<file path="config.mk">
export PLATFORM = sky130hd
export DESIGN_NAME = chaoentsrc_multi
export DESIGN_NICKNAME = d
export VERILOG_FILES = /design/src/rtl/chaoentsrc_multi.sv
export SDC_FILE = /design/constraint.sdc
export NUM_CORES = 1
export LEC_CHECK = 0
export ABC_CLOCK_PERIOD_IN_PS = 2600
export CAP_MARGIN = 15
export CORE_MARGIN = 8
export CORE_UTILIZATION = 52
export DETAILED_ROUTE_END_ITERATION = 8
export GPL_TIMING_DRIVEN = 0
export PLACE_DENSITY = 0.89
export RECOVER_POWER = 100
export SETUP_SLACK_MARGIN = 0.02
export SKIP_LAST_GASP = 1
export SLEW_MARGIN = 10
export SYNTH_ARGS = -nofsm -noshare
export SYNTH_HDL_FRONTEND = slang
export SYNTH_SLANG_ARGS = --single-unit
</file>
<file path="constraint.sdc">
create_clock -name i_clk -period 2.6 [get_ports i_clk]
set_input_delay 0.39 -clock i_clk [delete_from_list [all_inputs] [get_ports i_clk]]
set_output_delay 0.39 -clock i_clk [all_outputs]
set_load 0.02 [all_outputs]
</file>
<file path="src/rtl/chaoentsrc_multi.sv">
// chaoentsrc_multi: multi-channel chaotic entropy collector.
// Edge-count parity sampling, repetition health test, word packing.
module chaoentsrc_multi #(
    parameter int NUM_CH        = 4,
    parameter int RNG_WIDTH     = 32,
    parameter int SAMPLE_PERIOD = 16,
    parameter int CNT_WIDTH     = 4,
    parameter int REP_LIMIT     = 8
) (
    input  logic                 i_clk,
    input  logic                 i_reset_n,
    input  logic                 i_en,
    input  logic [NUM_CH-1:0]    i_chao,
    input  logic                 i_ready,
    input  logic                 i_clr_fail,
    output logic [RNG_WIDTH-1:0] o_rnd,
    output logic                 o_valid,
    output logic [NUM_CH-1:0]    o_osc_sel,
    output logic                 o_health_fail
);
    localparam int TW = $clog2(SAMPLE_PERIOD);
    localparam int BW = (RNG_WIDTH > 2) ? $clog2(RNG_WIDTH) : 1;
    localparam int RW = $clog2(REP_LIMIT + 1);

    typedef enum logic [1:0] {IDLE, FILL, HOLD, FAIL} state_t;

    state_t state_q, state_d;

    logic [NUM_CH-1:0]    sync1, sync2, sync3;
    logic [NUM_CH-1:0]    edge_det;
    logic [CNT_WIDTH-1:0] cnt [NUM_CH];
    logic [TW-1:0]        timer;
    logic [BW-1:0]        bit_cnt;
    logic [RW-1:0]        rep_cnt, rep_nxt;
    logic                 prev_bit;
    logic                 raw_bit;
    logic                 sample;
    logic                 abort;
    logic                 fail_hit;
    logic                 last_bit;

    assign edge_det = sync2 & ~sync3;
    assign sample   = i_en && (timer == TW'(SAMPLE_PERIOD - 1));
    assign abort    = !i_en && (state_q != FAIL);
    assign last_bit = (bit_cnt == BW'(RNG_WIDTH - 1));
    assign fail_hit = sample && (rep_nxt == RW'(REP_LIMIT));

    always_comb begin
        raw_bit = 1'b0;
        for (int ch = 0; ch < NUM_CH; ch++)
            raw_bit = raw_bit ^ cnt[ch][0];
    end

    // First sample after reset or IDLE sees rep_cnt == 0
    always_comb begin
        if (rep_cnt == '0 || raw_bit != prev_bit)
            rep_nxt = RW'(1);
        else if (rep_cnt == RW'(REP_LIMIT))
            rep_nxt = rep_cnt;
        else
            rep_nxt = rep_cnt + 1'b1;
    end

    always_ff @(posedge i_clk or negedge i_reset_n) begin
        if (!i_reset_n)
            state_q <= IDLE;
        else
            state_q <= state_d;
    end

    always_comb begin
        state_d = state_q;
        if (abort)
            state_d = IDLE;
        else begin
            unique case (state_q)
                IDLE: if (i_en) state_d = FILL;
                FILL: begin
                    if (fail_hit)
                        state_d = FAIL;
                    else if (sample && last_bit)
                        state_d = HOLD;
                end
                HOLD: begin
                    if (fail_hit)
                        state_d = FAIL;
                    else if (i_ready)
                        state_d = FILL;
                end
                FAIL: if (!fail_hit && i_clr_fail) state_d = FILL;
            endcase
        end
    end

    always_comb begin
        o_valid       = (state_q == HOLD);
        o_health_fail = (state_q == FAIL);
    end

    always_ff @(posedge i_clk or negedge i_reset_n) begin
        if (!i_reset_n) begin
            sync1 <= '0;
            sync2 <= '0;
            sync3 <= '0;
            for (int ch = 0; ch < NUM_CH; ch++)
                cnt[ch] <= '0;
        end else begin
            sync1 <= i_chao;
            sync2 <= sync1;
            sync3 <= sync2;
            for (int ch = 0; ch < NUM_CH; ch++)
                if (i_en && edge_det[ch])
                    cnt[ch] <= cnt[ch] + 1'b1;
        end
    end

    always_ff @(posedge i_clk or negedge i_reset_n) begin
        if (!i_reset_n) begin
            timer     <= '0;
            bit_cnt   <= '0;
            rep_cnt   <= '0;
            prev_bit  <= 1'b0;
            o_osc_sel <= '0;
            o_rnd     <= '0;
        end else begin
            if (abort)
                timer <= '0;
            else if (i_en)
                timer <= sample ? '0 : timer + 1'b1;

            if (abort)
                bit_cnt <= '0;
            else if (state_q == FILL && sample)
                bit_cnt <= last_bit ? '0 : bit_cnt + 1'b1;
            else if (state_q != FILL)
                bit_cnt <= '0;

            if (abort)
                rep_cnt <= '0;
            else if (sample) begin
                rep_cnt  <= rep_nxt;
                prev_bit <= raw_bit;
            end

            if (sample)
                o_osc_sel <= sync2;

            if (state_q == FILL && sample)
                o_rnd <= {o_rnd[RNG_WIDTH-2:0], raw_bit};
        end
    end
endmodule

</file>
After elaboration in Yosys (flattened, before gate mapping)
Index checks and enable logic that the tools add are counted.
{"block": "word_totals", "elab_cells": 80, "input_bits": 9, "regBits": 80}
{"block": "classes", "bitwise_logic": 6, "add_sub_neg": 7, "eq_ne": 14, "muxes": 19, "n_reduce_logical": 20}
{"op": "$mux W4", "n": 7}
{"op": "$add A4 B1 Y4 const B", "n": 6}
{"op": "$mux W5", "n": 4}
{"op": "$mux W2", "n": 7}
{"op": "$eq A4 B4 Y1 const B", "n": 3}
{"op": "$logic_and A1 B1 Y1", "n": 10}
{"op": "$pmux W2 S4", "n": 1}
{"op": "$add A5 B1 Y5 const B", "n": 1}
{"op": "$eq A5 B5 Y1 const B", "n": 1}
{"op": "$and A4 B4 Y4", "n": 1}
{"op": "$eq A2 B2 Y1 const B", "n": 2}
{"op": "$logic_not A4 Y1", "n": 1}
{"op": "$ne A4 B2 Y1 const B", "n": 1}
{"op": "$ne A4 B4 Y1 const B", "n": 1}
{"op": "$not A4 Y4", "n": 1}
{"op": "$reduce_and A4 Y1", "n": 1}
{"op": "$reduce_bool A2 Y1", "n": 2}
{"op": "$ne A3 B1 Y1 const B", "n": 1}
{"op": "$ne A3 B3 Y1 const B", "n": 1}
{"op": "$reduce_bool A3 Y1", "n": 1}
{"op": "$xor A1 B1 Y1", "n": 3}
{"op": "$eq A2 B1 Y1 const B", "n": 1}
{"op": "$logic_not A1 Y1", "n": 2}
{"op": "$logic_not A2 Y1", "n": 1}
{"op": "6 further kinds", "n": 6}

Depth between registers and ports, before layout
Gate-level depths: netlist (run 1).
{"block": "logic_depth", "word_depth": 13, "depth_mapped": 8}

Least setup slack after synthesis (run 1)
Ideal clock, no wire load.
{"block": "synth_timing", "path_kind": "reg-to-reg", "startpoint": "register cnt[12] in the netlist's numbering", "endpoint": "register state_q[0]", "t_arrival_ns": 1.937, "path_slack_ns": 0.535, "period_less_slack_ns": 2.065, "t_required_ns": 2.472, "path_stages_with_launch": 7, "n_path_buf": 0, "path_cell_list": "dfrtp_1 xnor2_1 xor3_1 nor2_4 a211oi_1 a311oi_2 mux2_1"}
{"block": "synth_via", "elab_chain_cells": 12, "elab_cells_between_ends": 18, "classes_between": "5 x eq/ne; 5 x mux; 3 x bitwise; 5 x reduce/logical"}
{"item": "start: declaration", "line": "31", "text": "logic [CNT_WIDTH-1:0] cnt [NUM_CH];"}
{"item": "start signal: indexed assignment", "line": "113", "text": "cnt[ch] <= cnt[ch] + 1'b1;"}
{"item": "$xor A1 B1 Y1 (*) (3 in a row)", "line": "51", "text": "raw_bit = raw_bit ^ cnt[ch][0];"}
{"item": "$ne A1 B1 Y1 (*)", "line": "56", "text": "if (rep_cnt == '0 || raw_bit != prev_bit)"}
{"item": "$logic_or A1 B1 Y1 (*)", "line": "56"}
{"item": "$mux W4 (*)", "line": "56"}
{"item": "$eq A4 B4 Y1 (*)", "line": "46", "text": "assign fail_hit = sample && (rep_nxt == RW'(REP_LIMIT));"}
{"item": "$logic_and A1 B1 Y1 (*)", "line": "46"}
{"item": "$logic_not A1 Y1", "line": "90", "text": "FAIL: if (!fail_hit && i_clr_fail) state_d = FILL;"}
{"item": "$logic_and A1 B1 Y1", "line": "90"}
{"item": "$ne A3 B1 Y1 (no source line)"}
{"item": "$reduce_and A4 Y1 (no source line)"}
{"item": "end signal: assignment", "line": "68", "text": "state_q <= state_d;"}
{"item": "end: declaration", "line": "27", "text": "state_t state_q, state_d;"}
Every way passes the cells marked *; elsewhere a longest branch is shown, timed or not.
A chain may end at the register's enable or synchronous reset.

Final worst setup path (run 1)
{"block": "layout_timing", "startpoint": "register timer[0]", "endpoint": "register bit_cnt[2]"}
{"block": "layout_via", "elab_chain_cells": 5, "elab_cells_between_ends": 6, "classes_between": "1 x eq/ne; 2 x mux; 3 x reduce/logical"}
{"item": "start: declaration", "line": "32", "text": "logic [TW-1:0] timer;"}
{"item": "start signal: assignment", "line": "129", "text": "timer <= sample ? '0 : timer + 1'b1;"}
{"item": "$eq A4 B4 Y1 (*)", "line": "43", "text": "assign sample = i_en && (timer == TW'(SAMPLE_PERIOD - 1));"}
{"item": "$logic_and A1 B1 Y1 (*)", "line": "43"}
{"item": "$logic_and A1 B1 Y1 (*)", "line": "133", "text": "else if (state_q == FILL && sample)"}
{"item": "$mux W5", "line": "133"}
{"item": "$mux W5", "line": "131", "text": "if (abort)"}
{"item": "end signal: assignment", "line": "134", "text": "bit_cnt <= last_bit ? '0 : bit_cnt + 1'b1;"}
{"item": "end: declaration", "line": "33", "text": "logic [BW-1:0] bit_cnt;"}
Marks and branches as above.

==> results.ini, run 1 <==
[cts]
clk_pin_slew_worst_paths_ps = 70
clockRootBuffer = clkbuf_8
clk_latency_ps = 330
cts-buffers-inserted = 9
cts_tree = done
clock-sinks = 68
cts.repair.resized = 0
htree_levels = 3
cts.path.max_buffers = 2

[drt]
dr.first_iter.drc_count = 127
vias_per_cell = 5.31
vias = 1844
wirelength_mm = 5.55
drcViolationCount = 0
wl_per_cell_um = 16.0
ant_nets = 0
first_pass_iters = 4

[yosys]
yosysMostFrequentCell = dfrtp_1
synth-adder-area-share = 0.0401
syn_area_per_cell_um2 = 13.1
yosys.area_share.simple = 0.0949
ys_top_cells_by_area = dfrtp_1 61%, mux2_2 13%, ha_1 4.0%
synth_cell_types = 37
synthXorXnorAreaFrac = 0.0365
muxShareOfSynthArea = 0.136
ys_seq_area_frac = 0.606
synthCells = 214
ys_seq_elements = 68
syn_area_um2 = 2810
ys_async_sr_fraction = 1.00
syn_nets = 232
synthTopCellsByCount = 68 x dfrtp_1, 32 x mux2_2, 23 x nand2_1
synth-edff-count = 0
synth-compound-area-share = 0.0668
synth_top_family_by_area = multiplexers
yosys.area.top_type = dfrtp_1
synthFlopType = dfrtp_1
yosys_warnings = 0
synth_top_cell_area_share = 0.606

[global_route]
grt_max_degree = 64
grt_use_total = 0.149
use_met3 = 0.0542
grt_pass1_wl_mm = 9.03
grt_remaining_overflow = 0
top_usage_layer = met2
grtUsageMet1 = 0.182
grt_pass1_vias = 1841
use_met2 = 0.239
antenna_found_initial = 0

[critical_path]
r2r_start = timer[0]
crit_path_end_kind = register
cp.arrival_ps = 2630
r2r-end = bit_cnt[2]
rrSetupSlack_ps = 170
crit_required_ps = 2800
cp_max_fo = 10
crit_type = register to register
startpoint_type = register
reg2regPathDepth = 8

[layout]
drive_gt1_frac = 0.184
utilization = 0.691
multi_input_area_um2 = 1040
regArea_um2 = 1700
antenna_cells = 0
n_fill_cell = 365
nNetsFinal = 291
fin_area_um2 = 3570
area_growth_syn_to_layout_pct = 27.3

[floorplanning]
rows = 26
die_x_um = 89.5
die-area_um2 = 8010
dieHeight_um = 89.5
start_util = 0.543
fp.coreArea_um2 = 5170
pin_count = 47

[timing]
final-hold-violation-count = 0
slew_headroom = 0.107
clock.fmax_mhz = 412
fin_crit_sh = 0.934
final.setup.tns_ps = 0
setup_viol = 0
setup_ws_ps = 171
min_period_ps = 2430
worst_pin_slew_ps = 1340
maxSlewViolCount = 0
rsz0062_at_grt = no
finClkSkew_ps = 9.93

[power]
p_per_area_nw_per_um2 = 697
total_power_uw = 2490
ir_worst_vdd_mv = 0.525
cellLeakagePower_uw = 0.00181

[placed_design]
dp_hpwl_mm = 3.87
dpl_worst_slack_ps = 99.7
port_buffers = 46
routabilityCongestion = 0.820
place_area_um2 = 3380

[worst_hold_path]
hp-start = sync1[2]
hold_depth = 0
worstHoldEndpoint = sync2[2]
hp-class = register to register

[run_status]
status = finished clean

[run]
maxCapViolCount = 0

## power by group
part	internal [µW]	switching [µW]
registers	1120	53.7
logic	181	200
clock network	562	380
total	1860	634
## what timing repair did
item                                   CTS  global route
endpoints found under the hold margin    5             0
hold buffers                             1             0
buffers inserted                         0             0
## per-layer routing
layer / routed length, µm / vias to the layer above
met5: 0 / -
met4: 21 / 0
met3: 313 / 4
met2: 2790 / 54
met1: 2420 / 915
li1: - / 871
## critical path: stages (launching register included)
cell and delay, ps:
dfrtp_1 420, ha_1 260, and4_1 260, buf_2 200
nand2_1 330, clkbuf_1 440, nor3_1 80, o21ai_0 190
o21ai_0 130
## cell type report
| cell class | count | area share |
|---|---|---|
| buffer | 5 | 0.00630 |
| clock buffer | 11 | 0.0396 |
| clock inverter | 4 | 0.0207 |
| inverter | 9 | 0.00945 |
| multi-input combinational | 132 | 0.292 |
| sequential | 68 | 0.476 |
| tap | 70 | 0.0245 |
| timing repair buffer | 48 | 0.131 |
## state kept, by name, indices dropped and copies added (netlist names)
| name | count |
|---|---|
| o_rnd | 32 |
| prev_bit | 1 |
| sync2 | 4 |
| sync1 | 4 |
| rep_cnt | 4 |
| timer | 4 |
| cnt | 4 |
| state_q | 2 |
| bit_cnt | 5 |
| sync3 | 4 |
| o_osc_sel | 4 |
## cell families after synthesis
family | after synthesis
and+or+nand+nor | 51
DFF | 68
muxes | 34
adders and majority gates | 9
xor gates and xnor gates | 10
buffers and inverters | 14
AOI/OAI and AO/OA | 28
## worst max-delay path by stage
stage	depth (start not counted)	to	startpoint	slack, ps
after CTS	8	bit_cnt[2]	timer[0]	190
after floorplan	6	state_q[0]	cnt[12]	540
after detailed placement	7	state_q[0]	i_en	100
after global placement	1	o_rnd[10]	i_reset_n	-1040
final	8	bit_cnt[2]	timer[0]	170
after global routing	8	bit_cnt[2]	timer[0]	50
## cells in the final DEF (no fill, tap or decap), types with 9 or more instances in the layout
cell	n
inv_1	9
dlygate4sd3_1	44
nand2_1	23
dfrtp_1	68
ha_1	9
clkbuf_8	10
mux2_2	32
o21ai_0	12
xnor2_1	9
## per-stage QoR
step	std cells	hold WS, ps
3_5_place_dp	331	217
4_1_cts	347	351
3_3_place_gp	330	332
2_1_floorplan	214	94.4
6_report	347	353
5_1_grt	347	358
Power figures use the tool's default switching activity.
==> run 2, diff against run 1 <==
CAP_MARGIN = 10   (was 15)
==> results of run 2 <==
The final DEF is identical to that of run 1; final timing and power are the same.
==> run 3, diff against run 2 <==
CELL_PAD_IN_SITES_DETAIL_PLACEMENT = 1   (was unset)
CELL_PAD_IN_SITES_GLOBAL_PLACEMENT = 1   (was unset)
CORE_UTILIZATION = 42   (was 52)
MAX_ROUTING_LAYER = met4   (was unset)
==> results.ini, run 3 (same netlist as run 1, synthesis figures left out) <==
[layout]
multi_input_area_um2 = 1050  ; was 1040 µm²
utilization = 0.544  ; was 0.691
regArea_um2 = 1700  ; unchanged
antenna_cells = 0  ; unchanged
n_fill_cell = 693  ; was 365
final_common_cell = dfrtp_1  ; unchanged
reg.largest.list = o_rnd x32, bit_cnt x5  ; unchanged
top_register = o_rnd  ; unchanged
drive_gt1_frac = 0.195  ; was 0.184
nNetsFinal = 291  ; unchanged
largest_reg_flops = 32  ; unchanged
final_cell_mix = 68 x dfrtp_1, 44 x dlygate4sd3_1, 32 x mux2_2  ; unchanged
area_growth_syn_to_layout_pct = 28.7  ; was 27.3%
fin_area_um2 = 3610  ; was 3570 µm²

[critical_path]
reg2regPathDepth = 8  ; unchanged
path_cells = inv_1 -> ha_1 -> nor4bb_1 -> a21oi_1 -> nor2_4 -> a211oi_1 -> a311oi_2 -> mux2_1  ; was ha_1 -> and4_1 -> buf_2 -> nand2_1 -> clkbuf_1 -> nor3_1 -> o21ai_0 -> o21ai_0
critical_path.max_stage_delay_ps = 440  ; about the same
rrSetupSlack_ps = 250  ; was 170 ps
crit_path_end_kind = register  ; unchanged
cpMaxStageDelayCell = dfrtp_1  ; was clkbuf_1
crit_family = compound AO/OA/AOI/OAI gates  ; was simple AND/OR/NAND/NOR gates
crit_cells = 8  ; unchanged
crit_type = register to register  ; unchanged
cp.arrival_ps = 2580  ; was 2630 ps
path_buf_inv = 1  ; was 2
startpoint_type = register  ; unchanged
crit_required_ps = 2830  ; was 2800 ps
r2r-end = state_q[0]  ; was bit_cnt[2]
cp_max_fo = 5  ; was 10
r2r_start = rep_cnt[0]  ; was timer[0]

[drt]
first_pass_iters = 4  ; unchanged
vias_per_cell = 5.16  ; was 5.31
wl_per_cell_um = 18.3  ; was 16.0 µm
dr.first_iter.drc_count = 61  ; was 127
vias = 1842  ; was 1844
ant_nets = 0  ; unchanged
wirelength_mm = 6.54  ; was 5.55 mm
drcViolationCount = 0  ; unchanged

[power]
p_per_area_nw_per_um2 = 697  ; about the same
p_sw_uw = 679  ; was 634 µW
cellLeakagePower_uw = 0.00182  ; was 0.00181 µW
pwr-share-clk = 0.376  ; was 0.378
seq_power_share = 0.466  ; was 0.469
total_power_uw = 2520  ; was 2490 µW
p_sw_frac = 0.270  ; was 0.254
ir_worst_vdd_mv = 0.414  ; was 0.525 mV
intPower_uw = 1840  ; was 1860 µW
comb_power_share = 0.157  ; was 0.153

[placed_design]
port_buffers = 46  ; unchanged
place_area_um2 = 3390  ; was 3380 µm²
routabilityCongestion = 0.801  ; was 0.820
dp_hpwl_mm = 4.46  ; was 3.87 mm

[floorplanning]
start_util = 0.423  ; was 0.543
pin_count = 47  ; unchanged
fp.coreArea_um2 = 6640  ; was 5170 µm²
dieHeight_um = 97.8  ; was 89.5 µm
die_x_um = 97.8  ; was 89.5 µm
die-area_um2 = 9560  ; was 8010 µm²
rows = 30  ; was 26

[timing]
slew_headroom = 0.552  ; was 0.107
final-hold-violation-count = 0  ; unchanged
clock.fmax_mhz = 426  ; was 412 MHz
finClkSkew_ps = 11.1  ; was 9.93 ps
setup_viol = 0  ; unchanged
final.setup.tns_ps = 0  ; unchanged
fin_hold_ws_ps = 351  ; was 353 ps
fin_crit_sh = 0.904  ; was 0.934
maxSlewViolCount = 0  ; unchanged
min_period_ps = 2350  ; was 2430 ps
rsz0062_at_grt = no  ; unchanged
worst_pin_slew_ps = 673  ; was 1340 ps

[worst_hold_path]
worstHoldEndpoint = sync2[0]  ; was sync2[2]
hp-start = sync1[0]  ; was sync1[2]
hp-class = register to register  ; unchanged
hold_depth = 0  ; unchanged

[cts]
clock-sinks = 68  ; unchanged
clk_pin_slew_worst_paths_ps = 70  ; about the same
clockRootBuffer = clkbuf_8  ; unchanged
cts_tree = done  ; unchanged
htree_levels = 3  ; unchanged
cts.path.max_buffers = 2  ; unchanged
cts-buffers-inserted = 9  ; unchanged
postCtsSetupBuffers = 0  ; unchanged
clk_latency_ps = 350  ; was 330 ps

[run_status]
status = finished clean  ; unchanged

[global_route]
grt_remaining_overflow = 0  ; unchanged
grt_pass1_vias = 2071  ; was 1841
grt_max_degree = 60  ; was 64
grt_use_total = 0.151  ; was 0.149
grt_pass1_wl_mm = 10.9  ; was 9.03 mm
antenna_found_initial = 0  ; unchanged

[run]
maxCapViolCount = 0  ; unchanged

==> run 3: layer usage <==
layer | up-vias | GRT usage | part of all wire
met5 | - | - | 0
met4 | 0 | 0.0755 | 0.020
met3 | 13 | 0.0370 | 0.029
met2 | 25 | 0.260 | 0.56
met1 | 933 | 0.159 | 0.40
li1 | 871 | - | -
==> run 3: timing repair <==
item | 4_1_cts | 5_1_grt
hold buffers | 1 | 0
hold endpoints to repair | 9 | 0
endpoints found under the setup margin | 0 | 1
gates resized for setup | 0 | 2
==> run 3: stage by stage <==
step	worst slack, ps	std cells
floorplan	535	214
global placement	-1040	340
detailed placement	96.7	341
CTS	189	357
global route	89.8	357
finish	250	357
==> run 3: cell type report <==
| class | instances | area share |
|---|---|---|
| plain buffers | 5 | 0.00658 |
| clock buffers | 9 | 0.0343 |
| clock inverters | 6 | 0.0246 |
| inverters | 9 | 0.00935 |
| multi-input cells | 132 | 0.291 |
| flip-flops and latches | 68 | 0.471 |
| well taps | 80 | 0.0277 |
| repair buffers | 48 | 0.136 |
==> run 3: worst max-delay path by stage <==
stage	start	to	slack (ps)
floorplan	cnt[12]	state_q[0]	540
global placement	i_reset_n	o_osc_sel[3]	-1040
detailed placement	i_en	rep_cnt[3]	100
CTS	timer[0]	o_rnd[27]	190
global route	rep_cnt[0]	state_q[0]	90
finish	rep_cnt[0]	state_q[0]	250
==> run 3: power groups by stage <==
stage                     clock [µW]  sequential (µW)  combinational (µW)
after floorplan                    0             1180                 290
after global placement             0             1180                 372
after detailed placement           0             1190                 391
after CTS                        976             1180                 406
after global routing            1010             1180                 444
final                            947             1170                 397
